`src/rtl/sha1_msg_sched_if.sv`:
```
// Block-in / word-out bus of the SHA-1 message schedule.
// The slave modport is the schedule itself; the master modport is the
// side that supplies blocks and consumes schedule words.
interface sha1_msg_sched_if;
  logic         abort;
  logic         blk_valid;
  logic         blk_ready;
  logic [511:0] blk_data;
  logic         w_valid;
  logic         w_ready;
  logic [31:0]  w;
  logic [7:0]   round;
  logic         done;

  modport slave (
    input  abort, blk_valid, blk_data, w_ready,
    output blk_ready, w_valid, w, round, done
  );

  modport master (
    output abort, blk_valid, blk_data, w_ready,
    input  blk_ready, w_valid, w, round, done
  );
endinterface

```
`src/rtl/sha1_msg_sched.sv`:
```
// SHA-1 message schedule.
// Accepts one padded 512-bit block and streams W_0..W_79 tagged with
// rounds 1..80. A 16-word sliding window replaces the 80-word array:
// win[0] is always the word on offer, and each accepted word shifts the
// window and appends the next expanded word at win[15].
module sha1_msg_sched #(
  parameter int N      = 32,  // word width, SHA-1 fixes this at 32
  parameter int ROUNDS = 80   // rounds per block, SHA-1 fixes this at 80
) (
  input logic            clk,
  input logic            rst_n,
  sha1_msg_sched_if.slave bus
);

  typedef enum logic {
    IDLE = 1'b0,
    RUN  = 1'b1
  } state_t;

  state_t       state;
  logic [N-1:0] win [16];
  logic [N-1:0] mix;
  logic [N-1:0] w_next;

  // Next schedule word: W_t = ROTL1(W_{t-3} ^ W_{t-8} ^ W_{t-14} ^ W_{t-16}).
  // With win[0] = W_{t-16}, those taps sit at win[13], win[8], win[2], win[0].
  always_comb begin
    mix    = win[13] ^ win[8] ^ win[2] ^ win[0];
    w_next = {mix[N-2:0], mix[N-1]};
  end

  // The word on offer is the head of the window, already a register.
  assign bus.w = win[0];

  // Control FSM, round counter and window shift register.
  // NOTE: all state here uses non-blocking assignments so every register
  // samples pre-edge values; the window shift depends on that.
  always_ff @(posedge clk or negedge rst_n) begin
    if (!rst_n) begin
      state         <= IDLE;
      bus.blk_ready <= 1'b1;
      bus.w_valid   <= 1'b0;
      bus.round     <= '0;
      bus.done      <= 1'b0;
      // NOTE: the window is cleared on reset so w reads 0 out of reset;
      // it is small enough to be flops, not a RAM, so this costs nothing odd.
      for (int i = 0; i < 16; i++) win[i] <= '0;
    end else begin
      bus.done <= 1'b0;
      if (bus.abort) begin
        // Abort wins over any handshake in the same cycle; win is kept.
        state         <= IDLE;
        bus.blk_ready <= 1'b1;
        bus.w_valid   <= 1'b0;
        bus.round     <= '0;
      end else begin
        case (state)
          IDLE: begin
            if (bus.blk_valid && bus.blk_ready) begin
              // M0 is the most significant word of the block.
              for (int i = 0; i < 16; i++)
                win[i] <= bus.blk_data[16*N-1-N*i -: N];
              state         <= RUN;
              bus.blk_ready <= 1'b0;
              bus.w_valid   <= 1'b1;
              bus.round     <= 8'd1;
            end
          end
          RUN: begin
            if (bus.w_ready) begin
              if (bus.round == 8'(ROUNDS)) begin
                state         <= IDLE;
                bus.blk_ready <= 1'b1;
                bus.w_valid   <= 1'b0;
                bus.round     <= '0;
                bus.done      <= 1'b1;
              end else begin
                for (int i = 0; i < 15; i++) win[i] <= win[i+1];
                win[15]   <= w_next;
                bus.round <= bus.round + 8'd1;
              end
            end
          end
          default: begin
            state         <= IDLE;
            bus.blk_ready <= 1'b1;
            bus.w_valid   <= 1'b0;
            bus.round     <= '0;
          end
        endcase
      end
    end
  end

endmodule

```
`src/flat_wrapper.sv`:
```
// flat-port wrapper written by rule: the top's interface ports become plain ports
module sha1_msg_sched_flat 
#(
  parameter int N      = 32,                                       
  parameter int ROUNDS = 80                                              
)
  (clk, rst_n, bus_abort, bus_blk_valid, bus_blk_data, bus_w_ready, bus_blk_ready, bus_w_valid, bus_w, bus_round, bus_done);
  sha1_msg_sched_if bus_i ();
  input logic clk;
  input logic rst_n;
  input wire logic [$bits(bus_i.abort)-1:0] bus_abort;
  input wire logic [$bits(bus_i.blk_valid)-1:0] bus_blk_valid;
  input wire logic [$bits(bus_i.blk_data)-1:0] bus_blk_data;
  input wire logic [$bits(bus_i.w_ready)-1:0] bus_w_ready;
  output wire logic [$bits(bus_i.blk_ready)-1:0] bus_blk_ready;
  output wire logic [$bits(bus_i.w_valid)-1:0] bus_w_valid;
  output wire logic [$bits(bus_i.w)-1:0] bus_w;
  output wire logic [$bits(bus_i.round)-1:0] bus_round;
  output wire logic [$bits(bus_i.done)-1:0] bus_done;
  assign bus_i.abort = bus_abort;
  assign bus_i.blk_valid = bus_blk_valid;
  assign bus_i.blk_data = bus_blk_data;
  assign bus_i.w_ready = bus_w_ready;
  assign bus_blk_ready = bus_i.blk_ready;
  assign bus_w_valid = bus_i.w_valid;
  assign bus_w = bus_i.w;
  assign bus_round = bus_i.round;
  assign bus_done = bus_i.done;
  sha1_msg_sched #(.N(N), .ROUNDS(ROUNDS)) u_core (.clk(clk), .rst_n(rst_n), .bus(bus_i));
endmodule
```
`config.mk`:
```
export PLATFORM = sky130hd
export DESIGN_NAME = sha1_msg_sched_flat
export DESIGN_NICKNAME = d
export VERILOG_FILES = /design/src/rtl/sha1_msg_sched_if.sv /design/src/rtl/sha1_msg_sched.sv /design/src/flat_wrapper.sv
export SDC_FILE = /design/constraint.sdc
export NUM_CORES = 1
export LEC_CHECK = 0
export CORE_UTILIZATION = 45
export DETAILED_ROUTE_END_ITERATION = 7
export PLACE_DENSITY = 0.73
export SLEW_MARGIN = 20
export SYNTH_ARGS = -nofsm -noshare
export SYNTH_HDL_FRONTEND = slang
export SYNTH_SLANG_ARGS = --single-unit
```
`constraint.sdc`:
```
create_clock -name clk -period 2.1 [get_ports clk]
set_input_delay 0.42 -clock clk [delete_from_list [all_inputs] [get_ports clk]]
set_output_delay 0.42 -clock clk [all_outputs]
set_load 0.02 [all_outputs]
```
**After elaboration in Yosys (flattened, before gate mapping)**

Cells that the tools add are included.

- Logic and storage cells: 66
- Register bits after elaboration: 524
- Input bits: 517
- Output and inout port bits: 43

- Bitwise logic cells: 5
- Equal/unequal tests: 7
- Reductions and logical operators: 4
- Multiplexer cells: 28
- Add/subtract/negate cells: 1

Operator list:

| cell | number |
|---|---|
| $mux 512 | 3 |
| $pmux 512 s2 | 1 |
| $xor 32x32->32 | 3 |
| $mux 8 | 4 |
| $mux 1 | 16 |
| $pmux 8 s2 | 1 |
| $add 8x1->8 const B | 1 |
| $eq 8x7->1 const B | 1 |
| $ne 3x3->1 const B | 2 |
| $pmux 1 s2 | 3 |
| $ne 2x2->1 const B | 2 |
| $reduce_and 4->1 | 1 |
| $ne 3x2->1 const B | 1 |
| $reduce_and 3->1 | 1 |
| $ne 2x1->1 const B | 1 |
| $not 1->1 | 2 |
| $reduce_and 2->1 | 1 |
| $logic_and 1x1->1 | 1 |

**Longest topological paths before layout**

Gate-level depths: netlist of the first run.

- Depth in word-level cells: 6
- Gate-level depth with buffers: 11
- Mapped depth without buffers: 6

**Worst setup path before layout of the first run**

No wires, ideal clock.

- Kind: reg-to-reg
- From: reg u_core.bus.round[0]
- To: reg u_core.win[426] in the netlist's numbering
- Slack: -0.082 ns
- Library setup time: 0.132 ns
- Data arrival time: 2.050 ns
- Cell stages (with the launch flop): 12
- Period minus slack after synthesis: 2.182 ns
- Buffers on the path: 5
- Path through: dfrtp_1 inv_1 ha_1 and4bb_1 a221o_1 buf_2 buf_6 buf_6 buf_6 buf_6 nand2_1 o21ai_1

- Longest elaborated chain between the ends: 3

RTL lines:

| element | line | source |
|---|---|---|
| start, declared | sha1_msg_sched_if.sv:17 | `output blk_ready, w_valid, w, round, done` |
| start signal, assigned | sha1_msg_sched.sv:80 | `bus.round <= bus.round + 8'd1;` |
| $eq 8x7->1 | sha1_msg_sched.sv:71 | `if (bus.round == 8'(ROUNDS)) begin` |
| $ne 2x2->1 (no source line) | n/a |  |
| $reduce_and 4->1 (no source line) | n/a |  |
| end signal, assigned by index | sha1_msg_sched.sv:62 | `win[i] <= bus.blk_data[16*N-1-N*i -: N];` |
| end, declared | sha1_msg_sched.sv:21 | `logic [N-1:0] win [16];` |

Every way passes these cells.
A chain may end at the register's enable or synchronous reset.

**Final worst setup path of the first run**

- From: reg u_core.bus.round[0]
- To: reg u_core.win[242] in the netlist's numbering

The elaborated chain is that of the path after synthesis.

==> metrics.md, run 1 <==
| Metric | Value |
|---|---|
| Leak | `15.0 nW` |
| Layout fillers | `4500` |
| Final routed wirelength across all metal layers | `91300 um` |
| Post-synth EDFFs | `0` |
| Largest cells by area after synthesis | `sky130_fd_sc_hd__dfrtp_1 52%, sky130_fd_sc_hd__mux2i_1 20%, sky130_fd_sc_hd__o21ai_1 7.9%, sky130_fd_sc_hd__nand2_1 7.7%, sky130_fd_sc_hd__xnor2_1 2.3%` |
| Final worst path period need | `2100 ps` |
| Post-synth cell types | `33` |
| Final Max Tran Viols | `0` |
| Overall global routing resource usage | `0.300` |
| Critical register-to-register path endpoint | `u_core.win[242]$_DFFE_PN0P_` |
| Crit Path Max Fanout | `31` |
| Int Power | `0.0240 W` |
| Final period utilization | `0.998` |
| Floorplan die area | `56900 sq um` |
| Count of mapped cells out of synthesis | `2418` |
| Wire length per cell | `24.2 um` |
| Switching fraction of total power | `0.328` |
| Synth Area per Inst | `10.4 sq um` |
| Share of total power in the clock network | `0.299` |
| Starting density of the core | `0.456` |
| Number of synthesized register bits | `524` |
| Worst setup path class | `reg -> reg` |
| Warnings from Yosys | `0` |
| Commonest cells after routing, fill and taps aside | `524 x sky130_fd_sc_hd__clkdlybuf4s50_1, 520 x sky130_fd_sc_hd__dfrtp_1, 513 x sky130_fd_sc_hd__mux2i_1, 492 x sky130_fd_sc_hd__nand2_1, 467 x sky130_fd_sc_hd__o21ai_1` |
| Bufs on Longest Clock Path | `3` |
| Number of endpoints with negative hold slack in the final report | `0` |
| Relative area change from synthesis to final layout | `37.0%` |
| DPL Wire Length | `66000 um` |
| Asr flop ratio synth | `1.00` |
| Clock slew at the register clock pins of the worst setup and hold paths | `60 ps` |
| Endpoint type of the worst setup path | `flip-flop` |
| Maximum clock frequency | `477 MHz` |
| Proportion of power drawn by combinational gates | `0.261` |
| Vias | `20255` |
| Root buf cell | `sky130_fd_sc_hd__clkbuf_16` |
| Core ar. | `55200 sq um` |
| Vias in the first global route | `19905` |
| Clock tree from TritonCTS | `built` |
| Final Setup Violations | `0` |
| Post-DR vias/cell | `5.38` |
| Clock sink total | `524` |
| Flip-flop cell with the highest count after synthesis | `sky130_fd_sc_hd__dfrtp_1` |
| Arrival time at the worst endpoint | `2630 ps` |
| Antenna-violating nets left | `0` |
| Total area of sequential cells | `13100 sq um` |
| Setup repair after global routing missed its margin | `true` |
| Net count reported at finish | `3472` |
| Initial antenna violation count | `32` |
| Top-area cell type share of the netlist area | `0.520` |
| Quantity of I/O buffers inserted on ports | `559` |
| Largest net degree at the start of global routing | `92` |
| Netlist area before placement | `25200 sq um` |
| Congestion Overflow GR | `0` |
| Launch instance of the worst register-to-register path | `u_core.bus.round[0]$_DFFE_PN0P_` |
| Accumulated negative setup slack | `0 ps` |
| CP startpoint kind | `flip-flop` |
| Layout cell share with drive strength beyond 1 | `0.0867` |
| Initial DRT Pass Iterations | `7` |
| Count of pins on the block boundary | `560` |
| Max-Cap Viols | `0` |
| Crit path from | `u_core.bus.round[0]$_DFFE_PN0P_` |
| Cell Rows | `86` |
| Net switching power | `0.0117 W` |
| Net count after synthesis | `2937` |
| First-pass GRT wire length | `125000 um` |
| Reg-to-reg setup timing slack | `5 ps` |
| Max Clock Skew | `19.4 ps` |
| Die outline height | `239 um` |
| Num CTS Buffers | `55` |
| Peak supply drop | `0.651 mV` |
| Residual DRC count | `0` |
| Global placer's final weighted congestion | `0.926` |
| Leading cell type in the layout, fill and taps excluded | `sky130_fd_sc_hd__clkdlybuf4s50_1` |
| CTS H-tree depth | `2` |
| Worst Reg-to-Reg Cells | `7` |
| Area leader, netlist | `sky130_fd_sc_hd__dfrtp_1` |
| Class of the tightest hold or removal check | `in -> async` |
| Critical path destination | `u_core.win[242]$_DFFE_PN0P_` |
| Sequential share of power | `0.440` |
| DRC violation total after the first TritonRoute iteration | `1582` |
| Relative max-transition margin | `0.536` |
| Sequential cell area fraction in the yosys report | `0.521` |
| Final Core Density | `0.625` |
| Worst-margin pin slew | `692 ps` |
| Pwr per Cell Area | `1040 nW/um^2` |
| Width of the chip | `239 um` |
| Multi-input logic area | `10900 sq um` |
| Run status | `finished clean` |
| Clock latency on the worst-skew pair | `620 ps` |
| Required time at the endpoint of the critical path | `2630 ps` |
## synth_stat cells, types with 10 or more instances
master and n:
sky130_fd_sc_hd__xnor2_1 67, sky130_fd_sc_hd__o21ai_0 115, sky130_fd_sc_hd__nand2_1 516, sky130_fd_sc_hd__buf_2 17, sky130_fd_sc_hd__xor2_1 32, sky130_fd_sc_hd__mux2i_1 513, sky130_fd_sc_hd__clkbuf_1 110, sky130_fd_sc_hd__buf_6 46
sky130_fd_sc_hd__buf_4 33, sky130_fd_sc_hd__o21ai_1 400, sky130_fd_sc_hd__dfrtp_1 523, sky130_fd_sc_hd__a21oi_1 10
## stage by stage
| stage | cell area (sq um) | total power, W | hold slack (ps) | std cells | setup WS, ps |
|---|---|---|---|---|---|
| final | 34500 | 0.0357 | 315 | 3767 | 5.00 |
| after global routing | 34500 | 0.0373 | 332 | 3765 | -42.6 |
| after CTS | 33700 | 0.0353 | 327 | 3718 | 1.36 |
| after detailed placement | 31600 | 0.0247 | 371 | 3610 | -207 |
| after global placement | 31600 | 0.0243 | 366 | 3610 | -166 |
| after floorplan | 25200 | 0.0204 | 124 | 2418 | 16.9 |
## area by class of cell
type                    count  share of cell area
flip-flops and latches    524               0.380
multi-input cells        1683               0.316
repair buffers            684               0.217
clock buffers              81              0.0483
well taps                 748              0.0271
clock inverters            21             0.00896
diodes                     21             0.00152
inverters                   5            0.000544
## state kept, by name (all words and copies together), names as in the netlist
signal / flops
u_core.win: 480
u_core.bus.w: 32
u_core.bus.blk_ready: 1
u_core.state: 1
u_core.bus.round: 8
u_core.bus.w_valid: 1
u_core.bus.done: 1
## timing repair
item / 4_1_cts / 5_1_grt
cloned: 3 / 27
setup buffers: 2 / 3
endpoints found under the hold margin: 28 / 0
setup endpoints to repair: 33 / 147
pin swaps: 1 / 2
hold buffers: 1 / 0
resized for setup: 30 / 133
## worst min-delay path by stage
stage / to / slack, ps / cells after the start
after global placement: u_core.win[405]$_DFFE_PN0P_ / 370 / 1
after global routing: u_core.win[311]$_DFFE_PN0P_ / 330 / 2
after floorplan: u_core.bus.done$_DFF_PN0_ / 120 / 0
final: u_core.win[311]$_DFFE_PN0P_ / 310 / 2
after detailed placement: u_core.win[311]$_DFFE_PN0P_ / 370 / 1
after CTS: u_core.win[373]$_DFFE_PN0P_ / 330 / 2
## cells by family after synthesis
family | share of synthesized area
XOR/XNOR | 0.0344
multiplexers | 0.204
AO/OA/AOI/OAI | 0.107
AND/OR/NAND/NOR | 0.0824
adder cells (fa/ha/maj) | 0.000993
buffers and inverters | 0.0511
flip-flops | 0.521
## power by group through the flow
stage          sequential (W)  combinational (W)  clock (W)
6_report               0.0157            0.00932     0.0107
3_5_place_dp           0.0158            0.00891          0
2_1_floorplan          0.0145            0.00591          0
3_3_place_gp           0.0156            0.00863          0
4_1_cts                0.0156            0.00893     0.0108
5_1_grt                0.0159             0.0102     0.0112
## per-layer routing
| metal | vias to the layer above | track usage | routed length, um |
|---|---|---|---|
| li1 | 9378 | - | - |
| met1 | 10000 | 0.392 | 37800 |
| met2 | 707 | 0.493 | 44100 |
| met3 | 146 | 0.0688 | 6450 |
| met4 | 24 | 0.0975 | 2800 |
| met5 | - | 0 | 158 |
## worst max-delay path, stage by stage, from the launching register on
cell and delay (ps):
sky130_fd_sc_hd__dfrtp_2 380, sky130_fd_sc_hd__inv_2 50, sky130_fd_sc_hd__ha_2 170, sky130_fd_sc_hd__and4bb_4 230, sky130_fd_sc_hd__a221o_4 520, sky130_fd_sc_hd__buf_12 210, sky130_fd_sc_hd__clkbuf_16 230, sky130_fd_sc_hd__o21ai_1 190
(Power assumes the default switching activity.)
==> run 2, diff against run 1 <==
CAP_MARGIN = 20   (was unset)
CTS_CLUSTER_DIAMETER = 100   (was unset)
==> results of run 2 <==
Final layout, timing and power as in run 1 (identical DEF).
